[config.mk]
export PLATFORM = sky130hd
export DESIGN_NAME = rr_lock_arbiter
export DESIGN_NICKNAME = d
export VERILOG_FILES = /design/src/rtl/rr_arb_pkg.sv /design/src/rtl/rr_pick.sv /design/src/rtl/rr_lock_arbiter.sv
export SDC_FILE = /design/constraint.sdc
export NUM_CORES = 1
export LEC_CHECK = 0
export CAP_MARGIN = 10
export CORE_MARGIN = 8
export CORE_UTILIZATION = 38
export DETAILED_ROUTE_END_ITERATION = 10
export SETUP_SLACK_MARGIN = 0.05
export SLEW_MARGIN = 20
export SYNTH_ARGS = -nofsm -noshare
export SYNTH_HDL_FRONTEND = slang
export SYNTH_HIERARCHICAL = 1
export SYNTH_SLANG_ARGS = --single-unit
[constraint.sdc]
create_clock -name clk -period 6.5 [get_ports clk]
set_input_delay 1.95 -clock clk [delete_from_list [all_inputs] [get_ports clk]]
set_output_delay 1.95 -clock clk [all_outputs]
set_load 0.01 [all_outputs]
[src/rtl/rr_arb_pkg.sv]
// Shared types and helpers for the round-robin lock arbiter.
//   state_t      : arbiter FSM state (IDLE / GRANT)
//   N_DEF        : default requester count
//   MAX_HOLD_DEF : default hold limit for the optional timeout
//   idw_f()      : width of a binary index into N requesters
package rr_arb_pkg;

    typedef enum logic {
        IDLE  = 1'b0,
        GRANT = 1'b1
    } state_t;

    localparam int N_DEF        = 4;
    localparam int MAX_HOLD_DEF = 16;

    function automatic int idw_f(input int n);
        return (n <= 2) ? 1 : $clog2(n);
    endfunction

endpackage

[src/rtl/rr_pick.sv]
// Combinational rotating-priority pick.
// Scans cand starting at ptr upward, wrapping to 0, where cand is req with
// an optional single bit masked out. Implemented as a two-pass masked
// priority: first the bits at or above ptr, then the whole vector.
// Ports:
//   req      in  N    request vector
//   ptr      in  IDW  first index to scan
//   mask_en  in  1    drop bit mask_idx from consideration
//   mask_idx in  IDW  index to drop
//   pick     out N    one-hot winner (zero when none)
//   pick_id  out IDW  binary index of winner (zero when none)
//   vld      out 1    any candidate present
module rr_pick
    import rr_arb_pkg::*;
#(
    parameter int N   = N_DEF,
    parameter int IDW = idw_f(N)
) (
    input  logic [N-1:0]   req,
    input  logic [IDW-1:0] ptr,
    input  logic           mask_en,
    input  logic [IDW-1:0] mask_idx,
    output logic [N-1:0]   pick,
    output logic [IDW-1:0] pick_id,
    output logic           vld
);

    logic [N-1:0] cand;
    logic [N-1:0] upper;
    logic [N-1:0] sel;
    logic         found;

    always_comb begin
        cand    = '0;
        upper   = '0;
        pick    = '0;
        pick_id = '0;
        found   = 1'b0;
        for (int i = 0; i < N; i++) begin
            cand[i]  = req[i] & ~(mask_en && (mask_idx == IDW'(i)));
            upper[i] = cand[i] && (i >= int'(ptr));
        end
        // Nothing at or above ptr means the scan wraps to index 0.
        sel = (|upper) ? upper : cand;
        for (int i = 0; i < N; i++) begin
            if (sel[i] && !found) begin
                pick[i] = 1'b1;
                pick_id = IDW'(i);
                found   = 1'b1;
            end
        end
        vld = |cand;
    end

endmodule

[src/rtl/rr_lock_arbiter.sv]
// Round-robin arbiter with grant locking. The owner keeps the registered
// one-hot grant until it drops its request; on release the pointer moves
// past the owner and a new owner is picked in the same edge (no bubble).
// Optional feature macro: RR_LOCK_ARBITER_TIMEOUT_EN
//   adds a hold counter that revokes an owner after MAX_HOLD grant cycles
//   when someone else is waiting, plus a one-cycle `timeout` pulse.
// Ports:
//   clk     in  1    rising-edge clock
//   rst     in  1    synchronous active-high reset
//   req     in  N    request levels
//   gnt     out N    registered one-hot grant
//   gnt_id  out IDW  index of owner, 0 when idle
//   busy    out 1    |gnt
//   timeout out 1    revoke pulse (only with RR_LOCK_ARBITER_TIMEOUT_EN)
module rr_lock_arbiter
    import rr_arb_pkg::*;
#(
    parameter  int N        = N_DEF,
    parameter  int MAX_HOLD = MAX_HOLD_DEF,
    localparam int IDW      = idw_f(N)
) (
    input  logic           clk,
    input  logic           rst,
    input  logic [N-1:0]   req,
    output logic [N-1:0]   gnt,
    output logic [IDW-1:0] gnt_id,
    output logic           busy
`ifdef RR_LOCK_ARBITER_TIMEOUT_EN
    ,
    output logic           timeout
`endif
);

    if (N < 2 || N > 32) begin : g_bad_n
        $error("rr_lock_arbiter: N out of range 2..32");
    end
    if (MAX_HOLD < 2 || MAX_HOLD > 65535) begin : g_bad_hold
        $error("rr_lock_arbiter: MAX_HOLD out of range 2..65535");
    end

    state_t         state;
    logic [IDW-1:0] ptr;
    logic [IDW-1:0] nxt_ptr;
    logic           owner_req;
    logic           rel;
    logic           revoke;
    logic           handoff;
    logic [N-1:0]   pick;
    logic [IDW-1:0] pick_id;
    logic           pick_vld;

    assign owner_req = req[gnt_id];
    assign rel       = (state == GRANT) && !owner_req;
    assign handoff   = rel | revoke;
    assign nxt_ptr   = (gnt_id == IDW'(N - 1)) ? '0 : gnt_id + 1'b1;
    assign busy      = |gnt;

`ifdef RR_LOCK_ARBITER_TIMEOUT_EN
    localparam logic [15:0] HOLD_LAST = 16'(MAX_HOLD - 1);
    logic [15:0] hold_cnt;
    // Revoke only when the owner still wants the resource and someone
    // else is waiting; otherwise the counter just saturates.
    assign revoke = (state == GRANT) && owner_req && (hold_cnt == HOLD_LAST)
                    && |(req & ~gnt);
`else
    assign revoke = 1'b0;
`endif

    // On handoff the old owner is masked so it cannot win again at the
    // same edge, even if its request is still (or again) high.
    rr_pick #(.N(N), .IDW(IDW)) u_pick (
        .req     (req),
        .ptr     (handoff ? nxt_ptr : ptr),
        .mask_en (handoff),
        .mask_idx(gnt_id),
        .pick    (pick),
        .pick_id (pick_id),
        .vld     (pick_vld)
    );

    always_ff @(posedge clk) begin
        if (rst) begin
            state  <= IDLE;
            ptr    <= '0;
            gnt    <= '0;
            gnt_id <= '0;
        end else begin
            case (state)
                IDLE: begin
                    if (pick_vld) begin
                        gnt    <= pick;
                        gnt_id <= pick_id;
                        state  <= GRANT;
                    end
                end
                GRANT: begin
                    if (handoff) begin
                        ptr <= nxt_ptr;
                        if (pick_vld) begin
                            gnt    <= pick;
                            gnt_id <= pick_id;
                        end else begin
                            gnt    <= '0;
                            gnt_id <= '0;
                            state  <= IDLE;
                        end
                    end
                end
                default: state <= IDLE;
            endcase
        end
    end

`ifdef RR_LOCK_ARBITER_TIMEOUT_EN
    always_ff @(posedge clk) begin
        if (rst) begin
            hold_cnt <= '0;
            timeout  <= 1'b0;
        end else begin
            timeout <= revoke;
            if ((state == IDLE) || handoff) begin
                hold_cnt <= '0;
            end else if (hold_cnt != HOLD_LAST) begin
                hold_cnt <= hold_cnt + 16'd1;
            end
        end
    end
`endif

    a_onehot_gnt: assert property (@(posedge clk) disable iff (rst) $onehot0(gnt));

endmodule

After elaboration in Yosys (flattened, before gate mapping) --
Index checks and enable logic that the tools add are counted.
Storage, ports and cells: register bits after elaboration 9, logic and storage cells 68, input port bits 6
Cells by class: equal/unequal tests 5, reduce and logical (&&, ||, !) cells 20, order comparisons 4, $add $sub $neg 1, bitwise logic cells 9, mux-type cells 25
Operator list (count):
- two-way mux 2 bit | 7
- two-way mux 4 bit | 3
- OR reduction 4 bit | 3
- logical AND 1 bit | 11
- two-way mux 1 bit | 10
- case mux 4 bit (2 select lines) | 1
- NOT 1 bit | 5
- AND 1 bit | 4
- equality test 2 bit (second input constant) | 2
- >= comparator 1 x 2 -> 1 bit (first input constant) | 2
- logical NOT 1 bit | 4
- case mux 2 bit (2 select lines) | 1
- less-than comparator 2 x 3 -> 1 bit (second input constant) | 1
- two-way mux 3 bit | 1
- adder 2 x 1 -> 2 bit (second input constant) | 1
- binary-select mux 1 bit (select 2 bit) | 1
- equality test 2 x 1 -> 1 bit (second input constant) | 1
- >= comparator 2 bit (first input constant) | 1
- logical NOT 2 bit | 1
- inequality test 2 x 1 -> 1 bit (second input constant) | 1
- inequality test 2 bit (second input constant) | 1
- case mux 1 bit (2 select lines) | 1
- AND reduction 2 bit | 1

Logic depth before layout (Yosys ltp) --
Gate-level depths: netlist of the first run.
depth in word-level cells 23, depth in mapped cells 11, depth with buffers taken out 11

By module --
Netlist of the first run, hierarchy kept.
By module, submodules not included:
- rr_lock_arbiter | seq. area each 180.2 µm², times used 1, cells each 54, area each 485.5 µm²
- rr_pick | seq. area each 0.0 µm², times used 1, cells each 31, area each 211.5 µm²

Least setup slack after synthesis of the first run --
OpenSTA, ideal clock, no wires.
kind input-to-reg, from in req[3], to reg gnt_id[0], required time 6429 ps, arrival 4023 ps, setup slack 2406 ps, path buffers 0, setup time 71 ps, stages 9, path through mux4_2 -> nor2_1 -> or3b_4 -> a32oi_1 -> o221ai_2 -> o31ai_2 -> mux2i_1 -> o22a_1 -> a21oi_1
Between the ends: word-level cells in the longest chain between the ends 23, elaborated cells between the ends (all ways) 45, classes of those cells order compare (3); eq/ne (2); mux (14); bitwise (8); reduce/logical (18)
Ends and longest elaborated chain:
- start, declared | line rr_lock_arbiter.sv:24 | input logic [N-1:0] req,
- binary-select mux 1 bit (select 2 bit) (*) | line rr_lock_arbiter.sv:52 | assign owner_req = req[gnt_id];
- two-way mux 1 bit (not written as such) (*) | line rr_lock_arbiter.sv:52
- logical NOT 1 bit (*) | line rr_lock_arbiter.sv:53 | assign rel = (state == GRANT) && !owner_req;
- logical AND 1 bit (*) | line rr_lock_arbiter.sv:53
- net handoff | line rr_lock_arbiter.sv:47 | logic handoff;
- branches (longest 15 deep; another with >= comparator 1 x 2 -> 1 bit)
- two-way mux 2 bit (*) | line rr_pick.sv:46 | if (sel[i] && !found) begin
- net pick_id[0] | line rr_lock_arbiter.sv:49 | logic [IDW-1:0] pick_id;
- two-way mux 2 bit | line rr_lock_arbiter.sv:99 | if (pick_vld) begin
- two-way mux 2 bit | line rr_lock_arbiter.sv:97 | if (handoff) begin
- case mux 2 bit (2 select lines) (*) | line rr_lock_arbiter.sv:88 | case (state)
- end signal, assigned | line rr_lock_arbiter.sv:92 | gnt_id <= pick_id;
- end signal, assigned | line rr_lock_arbiter.sv:101 | gnt_id <= pick_id;
- end, declared | line rr_lock_arbiter.sv:26 | output logic [IDW-1:0] gnt_id,
Mark *: on every way through the listed nets, which the timed path passes. The select of a mux whose other input is x is not followed. A chain may end at the register's enable or synchronous reset.

Worst setup path in the final report of the first run --
from in req[0], to reg gnt_id[1]
Between the ends: word-level cells in the longest chain between the ends 23, elaborated cells between the ends (all ways) 44, classes of those cells order compare (3); eq/ne (2); mux (13); bitwise (8); reduce/logical (18)
Ends and longest elaborated chain (line):
- branches (longest 19 deep; another with >= comparator 1 x 2 -> 1 bit)
- two-way mux 2 bit (*) | rr_pick.sv:46
- net pick_id[1] | rr_lock_arbiter.sv:49
- two-way mux 2 bit | rr_lock_arbiter.sv:99
- two-way mux 2 bit | rr_lock_arbiter.sv:97
- case mux 2 bit (2 select lines) (*) | rr_lock_arbiter.sv:88
Marks and branches as above.

==> impl_metrics.tcl, run 1 <==
set metrics [dict create \
    wl_per_cell_um 12.0 \
    sequential_cell_area_um2 180 \
    via_total_after_detailed_routing 641 \
    clk_root_buffer_cell "clkbuf_4" \
    cts_post_setup_buffers_inserted 0 \
    numCtsBuffers 3 \
    grt_pass1_wl_um 2470 \
    area_growth_pct 22.8 \
    setup_tns_ns 0 \
    coreArea_um2 1730 \
    diodes 0 \
    final.hold.worst_slack_ns 0.494 \
    final_antenna_net_count 0 \
    drt_first_pass_iters 6 \
    worst_clock_skew_on_the_final_layout_ns 0.00166 \
    relSlewSlack_pct 31.3 \
    clock_tree_from_tritoncts "yes" \
    holdBufCountCts 0 \
    clk_latency_ns 0.25 \
    layout_common_cells "clkdlybuf4s50_1, inv_1, dfxtp_1" \
    global_route.usage.total_pct 9.03 \
    number_of_enable_type_register_cells_in_the_synthesized_netlist 0 \
    design.portCount 13 \
    asyncSetResetFlopFracSynth_pct 0 \
    timing.final.crit_period_ns 4.77 \
    synth.yosys.warnings 6 \
    startpoint_type_of_the_worst_setup_path "input port" \
    worst_hold_path_type "reg2reg" \
    ys_types 35 \
    fmax_ghz 0.210 \
    dp.final_hpwl_um 1140 \
    cts_num_sinks 9 \
    setup_viol_count_final 0 \
    dominantRegCellSynth "dfxtp_1" \
    status "complete, no violations" \
    cts_resized 0 \
    syn-num-nets 92 \
    final_layout_size_suffix_gt1_share_pct 13.3 \
    fp.dieH_um 58.8 \
    power.total_uw 199 \
    final_common_cell "clkdlybuf4s50_1" \
    grt_antenna_before_repair 0 \
    synth_sequential_area_ratio_pct 25.9 \
    detail_route.iter0.violations 14 \
    finalHoldViolations 0 \
    synthesis.instances 85 \
    p_per_area_nw_per_um2 232 \
    max-vdd-ir-drop_mv 0.154 \
    syn_avg_cell_area_um2 8.20 \
    die-area_um2 3460 \
    die_x_um 58.8 \
    overall_overflow_remaining_after_global_route 0 \
    critical_path_class "in2reg" \
    cts.clk_slew.worst_paths_ns 0.06 \
    cts_max_path_buffers 2 \
    cp.required_ns 6.67 \
    worst_slew_pin_slew_ns 1.02 \
    wirelength_um 1480 \
    fin_crit_sh_pct 73.3 \
    grt_start_max_net_pins 16 \
    report.final.slew_viol_count 0 \
    drc 0 \
    core.rowCount 15 \
    yosys_register_bits 9 \
    post_drt_via_cell_ratio 5.21 \
    initial_utilization_pct 40.4 \
    gp_congestion 0.721 \
    finalNetCount 106 \
    rsz0062_at_grt "false" \
    fillerInstances 189 \
    cap_violations 0 \
    multi_input_area_um2 460 \
    io_buffer_count 12 \
    critPathCaptureType "flop" \
    first_global_vias 616 \
    syn-cell-area_um2 697 \
    leakagePower_nw 0.319 \
    htree_num_levels 1 \
    timing.critical_path.fanout_max 10 \
    worst-endpoint-arrival_ns 4.93 \
]
==> where the power goes <==
group	internal [mW]	total, mW	switching [mW]	leakage [nW]
logic	0.0426	0.0870	0.0444	0.230
registers	0.0620	0.0701	0.00815	0.0739
clock network	0.0236	0.0415	0.0179	0.0150
==> registers in the layout, indices dropped and copies added, names as in the netlist <==
register,count
gnt,4
gnt_id,2
ptr,2
state,1
==> cells by family (layout without fill, tap and decap cells) <==
family,count (synthesis),after routing,synth area share (%)
compound gates,24,24,29.6
buf+inv,13,26,8.08
mux,4,4,7.90
flops,9,9,25.9
fa+ha+maj,1,1,1.80
simple gates,34,34,26.8
==> per-stage QoR <==
step                util [%]  cell area (um2)  setup slack [ns]  cells
global placement        48.0              830              1.57    119
CTS                     49.6              856              1.81    123
finish                  49.6              856              1.73    123
global route            49.6              856              1.63    123
floorplan                  -              697              2.41     85
detailed placement      48.0              830              1.55    119
==> cell type report <==
class | count | area share [%]
inverters | 10 | 4.39
multi-input cells | 63 | 53.8
clock buffers | 4 | 3.07
well taps | 25 | 3.65
flip-flops and latches | 9 | 21.1
repair buffers | 12 | 14.0
==> critical path, cell delays in order <==
cell             delay [ns]
clkdlybuf4s50_1        0.52
mux4_2                 0.61
o41ai_1                0.86
nor2_1                 0.17
a31oi_1                0.25
o221ai_1               0.18
nand2_1                0.10
inv_1                  0.05
o32ai_2                0.24
==> layer usage <==
layer  vias up  global-route usage (%)  share of wire, %
met1       289                    9.54                48
met2        12                    15.9                48
met5         -                       0                 0
met3         0                    4.35               4.3
li1        340                       -                 -
met4         0                    1.71                 0
==> synth_stat cells (2+ instances only) <==
cell type	number	share of area (%)
nor2b_1	2	1.8
dfxtp_1	9	26
nand2b_1	5	4.5
inv_1	10	5.4
nand2_1	6	3.2
and2_1	3	2.7
nand3b_1	3	3.2
nand3_1	3	2.2
o32ai_1	4	5.0
nor2_1	5	2.7
nor3_1	3	2.2
o21ai_0	2	1.4
clkbuf_1	2	1.1
mux2_2	2	3.2
a21oi_1	6	4.3
==> worst paths after layout <==
path,cells past startpoint,from,slack [ns],to
worst max-delay path,9,req[0],1.73,gnt_id[1]
worst min-delay path,2,gnt[2],0.49,gnt[2]
worst max register to register,8,gnt_id[0],3.32,gnt_id[1]
worst min register to register,2,gnt[2],0.49,gnt[2]
Power figures use the tool's default switching activity.
==> run 2: changes to the inputs <==
clock period = 4.25 ns   (was 6.5 ns; I/O delays follow)
==> impl_metrics.tcl, run 2 (same netlist as run 1, synthesis figures left out) <==
set metrics [dict create \
    clk_root_buffer_cell "clkbuf_4" \
    die_x_um 58.8 \
    critPathCaptureType "flop" \
    diodes 0 \
    setup_tns_ns 0 \
    crit_chain "clkdlybuf4s50_1, mux4_2, nor2_1, buf_4, nand3b_1, a22oi_1, nand2_1, nor2_1, a21oi_1, o32ai_1" \
    coreArea_um2 1730 \
    largest_register "gnt" \
    cap_violations 0 \
    met2_track_demand_over_resource_in_global_routing_pct 15.6 \
    cts_post_setup_buffers_inserted 0 \
    timing.critical_path.fanout_max 10 \
    max-vdd-ir-drop_mv 0.235 \
    layout_top_registers "gnt: 4 flops, gnt_id: 2 flops, ptr: 2 flops" \
    critical_path_class "in2reg" \
    critical-path-top-cell-by-count "nor2_1" \
    holdBufCountCts 0 \
    grt_util_met1_pct 11.5 \
    via_total_after_detailed_routing 661 \
    clk_latency_ns 0.26 \
    design.portCount 13 \
    initial_utilization_pct 40.4 \
    worst-endpoint-arrival_ns 3.97 \
    cts_resized 0 \
    worst_hold_path_type "reg2reg" \
    relSlewSlack_pct 68.7 \
    power.total_uw 316 \
    setup_viol_count_final 0 \
    timing.final.crit_period_ns 3.80 \
    finalHoldViolations 0 \
    grt_antenna_before_repair 0 \
    global_route.usage.total_pct 9.65 \
    gp_congestion 0.774 \
    sequential_cell_area_um2 180 \
    multi_input_area_um2 460 \
    grt_start_max_net_pins 16 \
    htree_num_levels 1 \
    core.rowCount 15 \
    detail_route.iter0.violations 24 \
    first_global_vias 619 \
    report.final.slew_viol_count 0 \
    crit_slowest_cell "mux4_2" \
    p_per_area_nw_per_um2 357 \
    finalCoreUtilization_pct 51.3 \
    fillerInstances 190 \
    cp.required_ns 4.42 \
    busiest_layer "met2" \
    io_buffer_count 12 \
    cts_max_path_buffers 2 \
    fin_crit_sh_pct 89.5 \
    overall_overflow_remaining_after_global_route 0 \
    leakagePower_nw 0.339 \
    cts_num_sinks 9 \
    status "complete, no violations" \
    final_antenna_net_count 0 \
    post_drt_via_cell_ratio 5.20 \
    layout_common_cells "clkdlybuf4s50_1, inv_1, dfxtp_1" \
    wirelength_um 1570 \
    grt_use_met3_pct 3.91 \
    largest_register_ffs 4 \
    drt_first_pass_iters 4 \
    final_layout_size_suffix_gt1_share_pct 16.7 \
    cts.clk_slew.worst_paths_ns 0.07 \
    fp.dieH_um 58.8 \
    wl_per_cell_um 12.3 \
    finalNetCount 110 \
    final_common_cell "clkdlybuf4s50_1" \
    worst_slew_pin_slew_ns 0.468 \
    clock_tree_from_tritoncts "yes" \
    final_cell_area_um2 886 \
    die-area_um2 3460 \
    grt_pass1_wl_um 2620 \
    dp.final_hpwl_um 1190 \
    startpoint_type_of_the_worst_setup_path "input port" \
    critPathMaxStageDelay_ns 0.61 \
    fmax_ghz 0.263 \
    dpl-instance-area_um2 860 \
    worst_clock_skew_on_the_final_layout_ns 0.00602 \
    rsz0062_at_grt "false" \
    drc 0 \
    area_growth_pct 27.1 \
    numCtsBuffers 3 \
]
## run 2: cell count changes in the layout (fill, tap and decap cells not counted)
cell / before / now
buf_4: 0 / 4
## run 2: worst max-delay path: cells and delay by family
kind                   cells  cell delay [ns]
AO/OA/AOI/OAI              3             0.73
buffers and inverters      2             0.63
multiplexers               1             0.61
AND/OR/NAND/NOR            4             0.72
## run 2: stage by stage
stage	hold WS, ns	cells	worst slack [ns]
2_1_floorplan	0.473	85	0.831
3_3_place_gp	0.489	123	0.217
3_5_place_dp	0.496	123	0.191
4_1_cts	0.509	127	0.461
5_1_grt	0.532	127	0.194
6_report	0.502	127	0.447
## run 2: path summary, 6_finish.rpt
| kind | slack [ns] | from | to | cells after the start |
|---|---|---|---|---|
| max | 0.45 | req[3] | gnt[0] | 10 |
| min | 0.50 | gnt[2] | gnt[2] | 2 |
| max reg2reg | 1.30 | gnt_id[0] | gnt[0] | 9 |
| min reg2reg | 0.50 | gnt[2] | gnt[2] | 2 |
## run 2: area by class of cell
| class | instances | area share, % |
|---|---|---|
| Inverter | 10 | 4.24 |
| Multi-Input combinational cell | 63 | 52.0 |
| Clock buffer | 4 | 2.97 |
| Tap cell | 25 | 3.53 |
| Timing Repair Buffer | 16 | 16.9 |
| Sequential cell | 9 | 20.3 |
## run 2: layer usage
layer	part of all wire, %	vias up
li1	-	346
met1	50	300
met2	45	15
met3	5.2	0
met4	0	0
met5	0	-
## run 2: report_power, final
| group | switching, mW | leakage [nW] | internal (mW) |
|---|---|---|---|
| combinational | 0.0697 | 0.250 | 0.0708 |
| sequential | 0.0130 | 0.0739 | 0.0947 |
| clock | 0.0319 | 0.0150 | 0.0362 |
==> run 3: changes to the inputs <==
SYNTH_HIERARCHICAL = not set   (was 1)
==> impl_metrics.tcl, run 3 <==
set metrics [dict create \
    leakagePower_nw 0.338 \
    syn-cell-area_um2 709 \
    timing.critical_path.buf_inv 1 \
    critPathMaxStageDelay_ns 0.53 \
    syn_avg_cell_area_um2 8.87 \
    global_route.usage.total_pct 9.60 \
    layout_common_cells "clkdlybuf4s50_1, dfxtp_1, nor2_1" \
    crit_chain "clkdlybuf4s50_1, mux2_2, o22ai_4, a21boi_1, a2111oi_4, o2bb2ai_2, o2bb2ai_1" \
    cp.required_ns 4.44 \
    p_per_area_nw_per_um2 335 \
    asyncSetResetFlopFracSynth_pct 0 \
    io_buffer_count 12 \
    largest_register "gnt" \
    final_layout_size_suffix_gt1_share_pct 13.7 \
    rsz0062_at_grt "false" \
    synth_sequential_area_ratio_pct 25.4 \
    largest_register_ffs 4 \
    yosys-top-cells-area "dfxtp_1, ha_1, a21oi_1" \
    coreArea_um2 1750 \
    yosys_register_bits 9 \
    syn-num-nets 90 \
    finalHoldViolations 0 \
    initial_utilization_pct 40.6 \
    drt_first_pass_iters 4 \
    drc 0 \
    cts_resized 0 \
    detail_route.iter0.violations 11 \
    grt_pass1_wl_um 2660 \
    power.total_uw 295 \
    fp.dieH_um 59.2 \
    cts.clk_slew.worst_paths_ns 0.06 \
    wirelength_um 1620 \
    clock_tree_from_tritoncts "yes" \
    relSlewSlack_pct 68.5 \
    simple_gate_share_of_the_synthesized_area_pct 22.8 \
    adder_cell_share_of_the_synthesized_area_pct 7.05 \
    htree_num_levels 1 \
    via_total_after_detailed_routing 638 \
    fin_crit_sh_pct 79.1 \
    area_growth_pct 24.0 \
    wl_per_cell_um 13.5 \
    layout_top_registers "gnt: 4 flops, gnt_id: 2 flops, ptr: 2 flops" \
    max-vdd-ir-drop_mv 0.209 \
    clk_root_buffer_cell "clkbuf_4" \
    grt_antenna_before_repair 0 \
    diodes 0 \
    cts_num_sinks 9 \
    synthesis.instances 80 \
    worst_slew_pin_slew_ns 0.473 \
    holdBufCountCts 0 \
    ys_types 34 \
    cts_post_setup_buffers_inserted 0 \
    first_global_vias 579 \
    post_drt_via_cell_ratio 5.32 \
    number_of_enable_type_register_cells_in_the_synthesized_netlist 0 \
    setup_viol_count_final 0 \
    synth_largest_area_cell "dfxtp_1" \
    crit_slowest_cell "clkdlybuf4s50_1" \
    fmax_ghz 0.297 \
    synth.top_cell.area_share_pct 25.4 \
    synth_compound_gate_area_share_pct 33.0 \
    worst-endpoint-arrival_ns 3.55 \
    grt_start_max_net_pins 18 \
    core.rowCount 15 \
    cts_max_path_buffers 2 \
    finalNetCount 106 \
    critical_path_class "in2reg" \
    final_antenna_net_count 0 \
    startpoint_type_of_the_worst_setup_path "input port" \
    delay_heaviest_family_cp "compound AO/OA/AOI/OAI gates" \
    critPathCaptureType "flop" \
    design.portCount 13 \
    synth.yosys.warnings 0 \
    report.final.slew_viol_count 0 \
    dominantRegCellSynth "dfxtp_1" \
    numCtsBuffers 3 \
    die-area_um2 3510 \
    clk_latency_ns 0.26 \
    dp.final_hpwl_um 1280 \
    worst_clock_skew_on_the_final_layout_ns 0.00649 \
    yosys.cell_count.top_type "dfxtp_1" \
    cap_violations 0 \
    largest_family_of_logic_cells_by_synthesized_area "compound AO/OA/AOI/OAI gates" \
    status "complete, no violations" \
    setup_tns_ns 0 \
    gp_congestion 0.849 \
    yosys-mux-area-fraction_pct 8.11 \
    final_common_cell "clkdlybuf4s50_1" \
    overall_overflow_remaining_after_global_route 0 \
    worst_hold_path_type "reg2reg" \
    timing.final.crit_period_ns 3.36 \
    timing.critical_path.fanout_max 17 \
    yosys.area_share.xor_xnor_pct 0 \
    synth_common_cells "dfxtp_1, nor2_1, a21oi_1" \
    die_x_um 59.2 \
]
[run 3: cell types whose count changed in the layout (fill, tap and decap cells not counted), moves of 3 or more]
cell | previous run | this run
a21o_1 | 0 | 3
nor2_1 | 5 | 8
buf_4 | 4 | 0
inv_1 | 10 | 5
o2bb2ai_1 | 0 | 4
ha_1 | 1 | 4
o32ai_1 | 4 | 0
nand2_1 | 6 | 3
[run 3: area by class of cell]
class	count	area, um2
Fill cell	163	866
Clock buffer	4	26.3
Tap cell	25	31.3
Multi-Input combinational cell	65	503
Inverter	5	18.8
Timing Repair Buffer	12	120
Sequential cell	9	180
[run 3: path summary, 6_finish.rpt]
| kind | endpoint | cells past startpoint | startpoint | slack [ns] |
|---|---|---|---|---|
| hold reg to reg | gnt[0] | 1 | gnt[0] | 0.48 |
| hold / removal | gnt[0] | 1 | gnt[0] | 0.48 |
| setup / recovery | gnt_id[0] | 7 | req[1] | 0.89 |
| setup reg to reg | gnt_id[0] | 6 | gnt_id[0] | 1.86 |
[run 3: metrics by stage]
| stage | instances | cell area [um2] | setup WS [ns] | hold slack, ns | utilization, % |
|---|---|---|---|---|---|
| 4_1_cts | 120 | 880 | 0.919 | 0.487 | 50.4 |
| 2_1_floorplan | 80 | 709 | 1.53 | 0.496 | - |
| 6_report | 120 | 880 | 0.887 | 0.480 | 50.4 |
| 3_3_place_gp | 116 | 853 | 0.685 | 0.481 | 48.9 |
| 3_5_place_dp | 116 | 853 | 0.652 | 0.470 | 48.9 |
| 5_1_grt | 120 | 880 | 0.732 | 0.509 | 50.4 |
[run 3: kinds of logic (layout without fill, tap and decap cells)]
family | Yosys count | count (layout)
fa+ha+maj | 4 | 4
buf+inv | 6 | 21
compound gates | 27 | 27
simple gates | 29 | 29
mux | 5 | 5
flops | 9 | 9
[run 3: where the power goes]
group	switching, mW	leakage (nW)	internal [mW]	total (mW)
combinational	0.0629	0.249	0.0584	0.121
clock	0.0299	0.0150	0.0362	0.0660
sequential	0.0138	0.0739	0.0939	0.108
[run 3: per-layer routing]
layer  routed length, um  vias to the layer above  track usage (%)
li1                    -                      333                -
met1                 816                      283             12.5
met2                 653                       18             13.1
met3                 119                        4             4.77
met4                  27                        0             3.07
met5                   0                        -                0
